[config.mk]
export PLATFORM = sky130hd
export DESIGN_NAME = tc_mul_share_arbiter
export DESIGN_NICKNAME = d
export VERILOG_FILES = /design/src/rtl/tc_mul_share_arbiter.sv
export SDC_FILE = /design/constraint.sdc
export NUM_CORES = 1
export LEC_CHECK = 0
export ABC_AREA = 1
export BUFFER_PORTS_ARGS = -buffer_cell sky130_fd_sc_hd__buf_4
export CORE_ASPECT_RATIO = 0.5
export CORE_MARGIN = 3
export CORE_UTILIZATION = 43
export DETAILED_ROUTE_END_ITERATION = 6
export PLACE_DENSITY = 0.8
export RECOVER_POWER = 50
export SLEW_MARGIN = 20
export SYNTH_ARGS = -nofsm -noshare
export SYNTH_HDL_FRONTEND = slang
export SYNTH_SLANG_ARGS = --single-unit
[constraint.sdc]
create_clock -name ap_clk -period 2.1 [get_ports ap_clk]
set_input_delay 0.315 -clock ap_clk [delete_from_list [all_inputs] [get_ports ap_clk]]
set_output_delay 0.315 -clock ap_clk [all_outputs]
set_load 0.02 [all_outputs]
[src/rtl/tc_mul_share_arbiter.sv]
// ---------------------------------------------------------------------------
// tc_mul_share_arbiter
//
// Purpose:
//   Round-robin arbiter that time-shares one external signed 16x15 -> 30-bit
//   combinational multiplier among NREQ requesters. One requester is granted
//   per cycle. Its operands are registered into stage S1, which drives the
//   multiplier directly. The product is then captured into stage S2 together
//   with the owning requester's index. Both stages stall together when a
//   result is present and the consumer is not ready.
//
// Ports:
//   ap_clk     in   1        clock, rising edge
//   ap_rst     in   1        synchronous active-high reset
//   req_valid  in   NREQ     requester i offers an operand pair
//   req_ready  out  NREQ     requester i's pair is accepted this cycle (one-hot or zero)
//   req_a      in   NREQ*16  signed multiplicand of requester i in [16i+15:16i]
//   req_b      in   NREQ*15  signed multiplier of requester i in [15i+14:15i]
//   mul_din0   out  16       operand A to the shared multiplier (registered)
//   mul_din1   out  15       operand B to the shared multiplier (registered)
//   mul_dout   in   30       product from the shared multiplier, zero latency
//   res_valid  out  1        result present
//   res_ready  in   1        consumer accepts the result
//   res_id     out  IDW      index of the requester owning the result
//   res_p      out  30       signed product (low 30 bits, wraps silently)
// ---------------------------------------------------------------------------
module tc_mul_share_arbiter #(
    parameter int NREQ = 4,
    parameter int IDW  = 2
) (
    input  logic                 ap_clk,
    input  logic                 ap_rst,
    input  logic [NREQ-1:0]      req_valid,
    output logic [NREQ-1:0]      req_ready,
    input  logic [NREQ*16-1:0]   req_a,
    input  logic [NREQ*15-1:0]   req_b,
    output logic [15:0]          mul_din0,
    output logic [14:0]          mul_din1,
    input  logic [29:0]          mul_dout,
    output logic                 res_valid,
    input  logic                 res_ready,
    output logic [IDW-1:0]       res_id,
    output logic [29:0]          res_p
);

    // After reset the pointer sits on the last requester so requester 0
    // is searched first.
    localparam logic [IDW-1:0] LAST_RST = IDW'(NREQ - 1);
    // Requester count in the one-bit-wider search width, used for wrapping.
    localparam logic [IDW:0]   NREQ_W   = (IDW + 1)'(NREQ);

    // Stage S1: accepted operands feeding the multiplier.
    logic                s1_valid_r;
    logic [15:0]         s1_a_r;
    logic [14:0]         s1_b_r;
    logic [IDW-1:0]      s1_id_r;

    // Stage S2: captured product and owner.
    logic                res_valid_r;
    logic [29:0]         res_p_r;
    logic [IDW-1:0]      res_id_r;

    // Round-robin pointer: index of the most recent winner.
    logic [IDW-1:0]      last_r;

    logic                adv_s;
    logic                found_s;
    logic [IDW-1:0]      winner_s;
    logic                accept_s;
    logic [15:0]         a_sel_s;
    logic [14:0]         b_sel_s;

    // Pipeline may move when S2 is empty or is being drained this cycle.
    always_comb begin
        adv_s    = (!res_valid_r) || res_ready;
        accept_s = adv_s && found_s;
    end

    // Round-robin search starting at last+1, wrapping modulo NREQ.
    // The candidate index is one bit wider so last+k never overflows
    // before the single wrap subtraction.
    always_comb begin : arb_search
        logic [IDW:0] cand_v;
        found_s  = 1'b0;
        winner_s = '0;
        cand_v   = '0;
        for (int k = 1; k <= NREQ; k++) begin
            cand_v = {1'b0, last_r} + (IDW + 1)'(k);
            if (cand_v >= NREQ_W) begin
                cand_v = cand_v - NREQ_W;
            end else begin
                cand_v = cand_v;
            end
            if (!found_s && req_valid[cand_v[IDW-1:0]]) begin
                found_s  = 1'b1;
                winner_s = cand_v[IDW-1:0];
            end else begin
                found_s  = found_s;
                winner_s = winner_s;
            end
        end
    end

    // Grant vector: only the winner, only when the pipeline advances,
    // never while reset is asserted.
    always_comb begin
        req_ready = '0;
        for (int i = 0; i < NREQ; i++) begin
            if (!ap_rst && accept_s && (winner_s == IDW'(i))) begin
                req_ready[i] = 1'b1;
            end else begin
                req_ready[i] = 1'b0;
            end
        end
    end

    // Operand mux selecting the winner's pair with constant slice offsets.
    always_comb begin
        a_sel_s = '0;
        b_sel_s = '0;
        for (int i = 0; i < NREQ; i++) begin
            if (winner_s == IDW'(i)) begin
                a_sel_s = req_a[i*16 +: 16];
                b_sel_s = req_b[i*15 +: 15];
            end else begin
                a_sel_s = a_sel_s;
                b_sel_s = b_sel_s;
            end
        end
    end

    // S1, S2 and pointer registers; everything holds while stalled.
    always_ff @(posedge ap_clk) begin
        if (ap_rst) begin
            s1_valid_r  <= 1'b0;
            s1_a_r      <= 16'd0;
            s1_b_r      <= 15'd0;
            s1_id_r     <= '0;
            res_valid_r <= 1'b0;
            res_p_r     <= 30'd0;
            res_id_r    <= '0;
            last_r      <= LAST_RST;
        end else if (adv_s) begin
            res_valid_r <= s1_valid_r;
            res_p_r     <= mul_dout;
            res_id_r    <= s1_id_r;
            s1_valid_r  <= found_s;
            if (found_s) begin
                s1_a_r  <= a_sel_s;
                s1_b_r  <= b_sel_s;
                s1_id_r <= winner_s;
                last_r  <= winner_s;
            end
        end
    end

    // Multiplier operands and results come straight from registers.
    always_comb begin
        mul_din0  = s1_a_r;
        mul_din1  = s1_b_r;
        res_valid = res_valid_r;
        res_p     = res_p_r;
        res_id    = res_id_r;
    end

endmodule

After elaboration in Yosys (flattened, before gate mapping). Cells that the tools add are included. W data, S select, Z words.

Add/sub/neg operators: 8. Magnitude comparators: 8. Equal/unequal tests: 3. Mux-type cells: 32. Reduce and logical (&&, ||, !) cells: 17.

Operators with widths (number): $mux W16 (4); $mux W15 (4); $mux W2 (8); $ge A3 B3 Y1 const B (4); $lt A2 B3 Y1 const B (4); $mux W1 (12); $logic_and A1 B1 Y1 (9); $bmux W1 S2 (4); $sub A2 B1 Y2 const B (4); $add A2 B2 Y3 const B (2); $logic_not A1 Y1 (5); $eq A2 B2 Y1 const B (2); $add A2 B1 Y3 const B (1); $add A2 B3 Y3 const B (1); $eq A2 B1 Y1 const B (1); $logic_not A2 Y1 (1); $reduce_and A2 Y1 (1); $logic_or A1 B1 Y1 (1).

Register bits after elaboration: 69. Output and inout port bits: 68. Logic and storage cells: 76.

Depth between registers and ports, before layout.
Depth after elaboration: 20. Depth in mapped cells: 18. Gate-level depth less buffers: 15.

Least setup slack after synthesis. Ideal clock, no wire load.

Path kind: register -> output. From: register last_r[0]. To: output req_ready[0]. Data arrival time: 1828 ps. Required time: 1785 ps. Path slack: -43 ps. Stages on the path, launching flop included: 13. Cell sequence: dfxtp_1 buf_4 nand2_1 nand2_2 nand2_2 nand2_2 nor2_4 nand3_2 nand2_1 inv_1 buf_2 nand2_1 nor3_1.

Longest elaborated chain between the ends: 19.

RTL lines: start, declared (RTL line 64) `logic [IDW-1:0] last_r;`; start signal, assigned (RTL line 152) `last_r <= winner_s;`; $add A2 B1 Y3 (RTL line 88) `cand_v = {1'b0, last_r} + (IDW + 1)'(k);`; $ge A3 B3 Y1 or $sub A2 B1 Y2 (tied branches) (RTL line 89, 90); $mux W2 (RTL line 89) `if (cand_v >= NREQ_W) begin`; $bmux W1 S2 (RTL line 94) `if (!found_s && req_valid[cand_v[IDW-1:0]]) begin`; $mux W1 (implied by the code) (RTL line 94); $mux W1 (RTL line 94); $logic_not A1 Y1 (RTL line 94); $logic_and A1 B1 Y1 (RTL line 94); (+3 left out); $mux W1 (RTL line 94); $logic_not A1 Y1 (RTL line 94); $logic_and A1 B1 Y1 (RTL line 94); $mux W1 (RTL line 94); $logic_and A1 B1 Y1 (RTL line 76) `accept_s = adv_s && found_s;`; $logic_and A1 B1 Y1 (RTL line 109) `if (!ap_rst && accept_s && (winner_s == IDW'(i))) begin`; $logic_and A1 B1 Y1 (*) (RTL line 109); $mux W1 (*) (RTL line 109); end, declared (RTL line 34) `output logic [NREQ-1:0] req_ready,`.

Every way passes the cells marked *; elsewhere a longest branch is shown, timed or not. The select of a mux whose other input is x is not followed.

Final worst setup path.
From: register last_r[0]. To: output req_ready[2].

Same word-level chain as after synthesis.

==> metrics.txt <==
status finished, violations left; failing checks setup timing; arrival time at the worst endpoint roughly 1.9 ns; Mapped Cells 579; vias in the first global route 4478; Clock Skew roughly 0.0051 ns; All-Layer GR Usage 0.257; Sink Count slightly below 70; setup ws final -0.115 ns; vias per cell 5.06; crit end category output pin; part of the cycle the worst path needs 1.05; Synth Register Bits between 60 and 70; Top delay family on crit path simple AND/OR/NAND/NOR gates; min Tclk post-route 2.21 ns; Die Wd approximately 140 um; die area slightly below 0.01 mm2; Layout Utilization 0.723; LEAKAGE approximately 3 nW; WS Path Type reg -> out; Required @ worst endpoint between 1.5 and 2 ns; drt first-iter violations 277; PortBufs between 200 and 250; Setup crit start kind register; via count 4694; largest net degree at the start of global routing 56; critical-path cell list buf_8 > nand2_4 > nand2_4 > nand2_4 > nand2_4 > nor2_4 > nand3b_1 > nand2_4 > nand2_2 > nor2_1 > buf_4; HPWL after DPL a little over 9000 um; synth top area cells dfxtp_1, nand2_1, nor2_1; Hold Path Class in -> reg; Power, Total between 10 and 15 mW; Fill cells roughly 730; crit path max-delay cell type dfxtp_4; total CTS buffers 9; Pwr Density roughly 1700 mW/mm2; routability cong. 0.924; Main synth FF type dfxtp_1; final wirelength roughly 13000 um; Clk Latency, worst-skew pair between 0.3 and 0.4 ns; CP peak stage delay about 0.37 ns; layout cell share with drive strength beyond 1 0.333; R2R Path Start last_r[0]$_SDFFE_PP1N_; CP most frequent cell nand2_4; Slew Limit Fails 0; CTS root buf clkbuf_16; RSZ-0062 raised after global routing yes; row count 23; CTS tree yes; DRT antenna net count 0; NumNets Final 972; drt drc 0; Tightest Pin Transition 0.479 ns; Async SR Flop Fraction 0; Starting Density 0.452; P&R area growth vs syn 59.9%; Slew HR 0.681; Synth top area share 0.374; synth warn 0; CTS Buffer Depth 2; minimum hold slack about 0.22 ns; die height 71.6 um; initial antenna violation count 0; f_max 452 MHz; first-pass GRT wire length ~20000 um; Synthesized Nets between 700 and 800; max cap viols 0; TritonRoute pass-1 iters 4; setup_tns -0.592 ns; most frequent cell after synthesis nand2_1; syn_area_per_cell roughly 6.4 um2; commonest cells in the netlist nand2_1, nor2_1, dfxtp_1, nand3_1, o21ai_0; synthesized area about 0.0037 mm2; Hold Vio Cnt, Final 0; depth of the CTS H-tree 3; Worst Setup SP last_r[0]$_SDFFE_PP1N_; Netlist cell types 25; clock transition at the registers of the reported paths about 0.060 ns; Yosys top cell by area dfxtp_1; maximum vdd ir drop between 0.8 and 0.9 mV; crit path buf inv count 2; Top Ports 229; Routed WL per cell roughly 14 um; final setup violating endpoints 19; Post-synth EDFFs 0; Core Area ~0.0082 mm2; number of antenna cells inserted 0; register area share after synthesis 0.374; min-delay src mul_dout[8]; GR Overflow Total 0; cts hold-fix bufs 0; crit path max fanout 8
-- what timing repair did --
action                                  4_1_cts  5_1_grt
endpoints found under the setup margin       14       37
buffers inserted                              8        3
gates cloned                                  0        1
gates resized for setup                      28       31
pin swaps                                     9       19
-- routing by layer --
metal  part of all wire  up-vias  global-route usage
li1                   -     2327                   -
met1               0.40     2134               0.291
met2               0.49      192               0.445
met3              0.074       41              0.0736
met4              0.031        0               0.132
met5                  0        -                   0
-- worst paths after layout --
check / slack, ns / cells after the start / endpoint
worst max-delay path: -0.11 / 11 / req_ready[2]
worst min-delay path: 0.22 / 3 / res_p[8]$_SDFFE_PP0P_
worst max register to register: -0.04 / 16 / mul_din1[10]$_SDFFE_PP0N_
worst min register to register: 0.46 / 2 / s1_id_r[1]$_SDFFE_PP0N_
-- placed cells by master (no fill, tap or decap), types with 2 or more instances in the layout --
| cell | instances |
|---|---|
| nand2_1 | 147 |
| nor2_4 | 3 |
| inv_1 | 18 |
| inv_2 | 3 |
| nand2_2 | 12 |
| o21ai_1 | 2 |
| buf_4 | 198 |
| buf_6 | 6 |
| nand3_4 | 2 |
| nand4_1 | 8 |
| nor3_2 | 2 |
| a21oi_1 | 10 |
| inv_6 | 4 |
| o211ai_1 | 2 |
| a21oi_2 | 3 |
| nand3_2 | 2 |
| nand2_4 | 12 |
| buf_8 | 2 |
| clkinv_4 | 2 |
| dfxtp_1 | 67 |
| inv_4 | 3 |
| clkbuf_16 | 9 |
| dfxtp_4 | 2 |
| nand3_1 | 63 |
| nor2_8 | 2 |
| nor2_1 | 109 |
| bufinv_16 | 2 |
| clkbuf_1 | 51 |
| o21ai_0 | 64 |
-- per-stage QoR --
stage / instances / instance area (um2) / setup WS, ns
floorplan: 579 / 3700 / -0.0431
global placement: 900 / 5480 / 0.0893
detailed placement: 900 / 5480 / -0.0199
CTS: 924 / 5970 / -0.0752
global route: 928 / 5910 / -0.229
finish: 928 / 5910 / -0.115
-- power breakdown --
part	switching [mW]	internal, mW	leakage (nW)
combinational	3.99	2.47	2.23
clock	0.627	1.06	0.161
sequential	0.189	1.67	0.574
-- worst reg2reg max path, cell delays in order, from the launching register on --
cell	delay (ns)
dfxtp_4	0.37
buf_8	0.14
nand2_4	0.06
nand2_4	0.06
nand2_4	0.08
nand2_4	0.06
inv_2	0.08
nand2_2	0.07
nand2_4	0.09
nand2_4	0.07
nor2_8	0.14
nand2_8	0.07
buf_4	0.20
o21ai_0	0.27
inv_1	0.11
nand2_1	0.09
a21oi_1	0.06
-- cells by family after synthesis --
kind of cell    after synthesis  synth area share
compound gates               82             0.116
flops                        69             0.374
buf+inv                      63            0.0849
simple gates                365             0.425
-- registers in the layout, summed over array words and instances, names as in the netlist --
register	flops
mul_din0	16
s1_valid_r	1
mul_din1	15
last_r	2
res_valid	1
res_id	2
res_p	30
s1_id_r	2
-- layout make-up --
type                    count  area, um2  area share
multi-input cells         447       2150       0.363
repair buffers            258       1800       0.304
flip-flops and latches     69       1390       0.235
clock buffers               9        225      0.0381
well taps                 112        140      0.0237
inverters                  26        110      0.0186
clock inverters             7        104      0.0176
(Power assumes the default switching activity.)
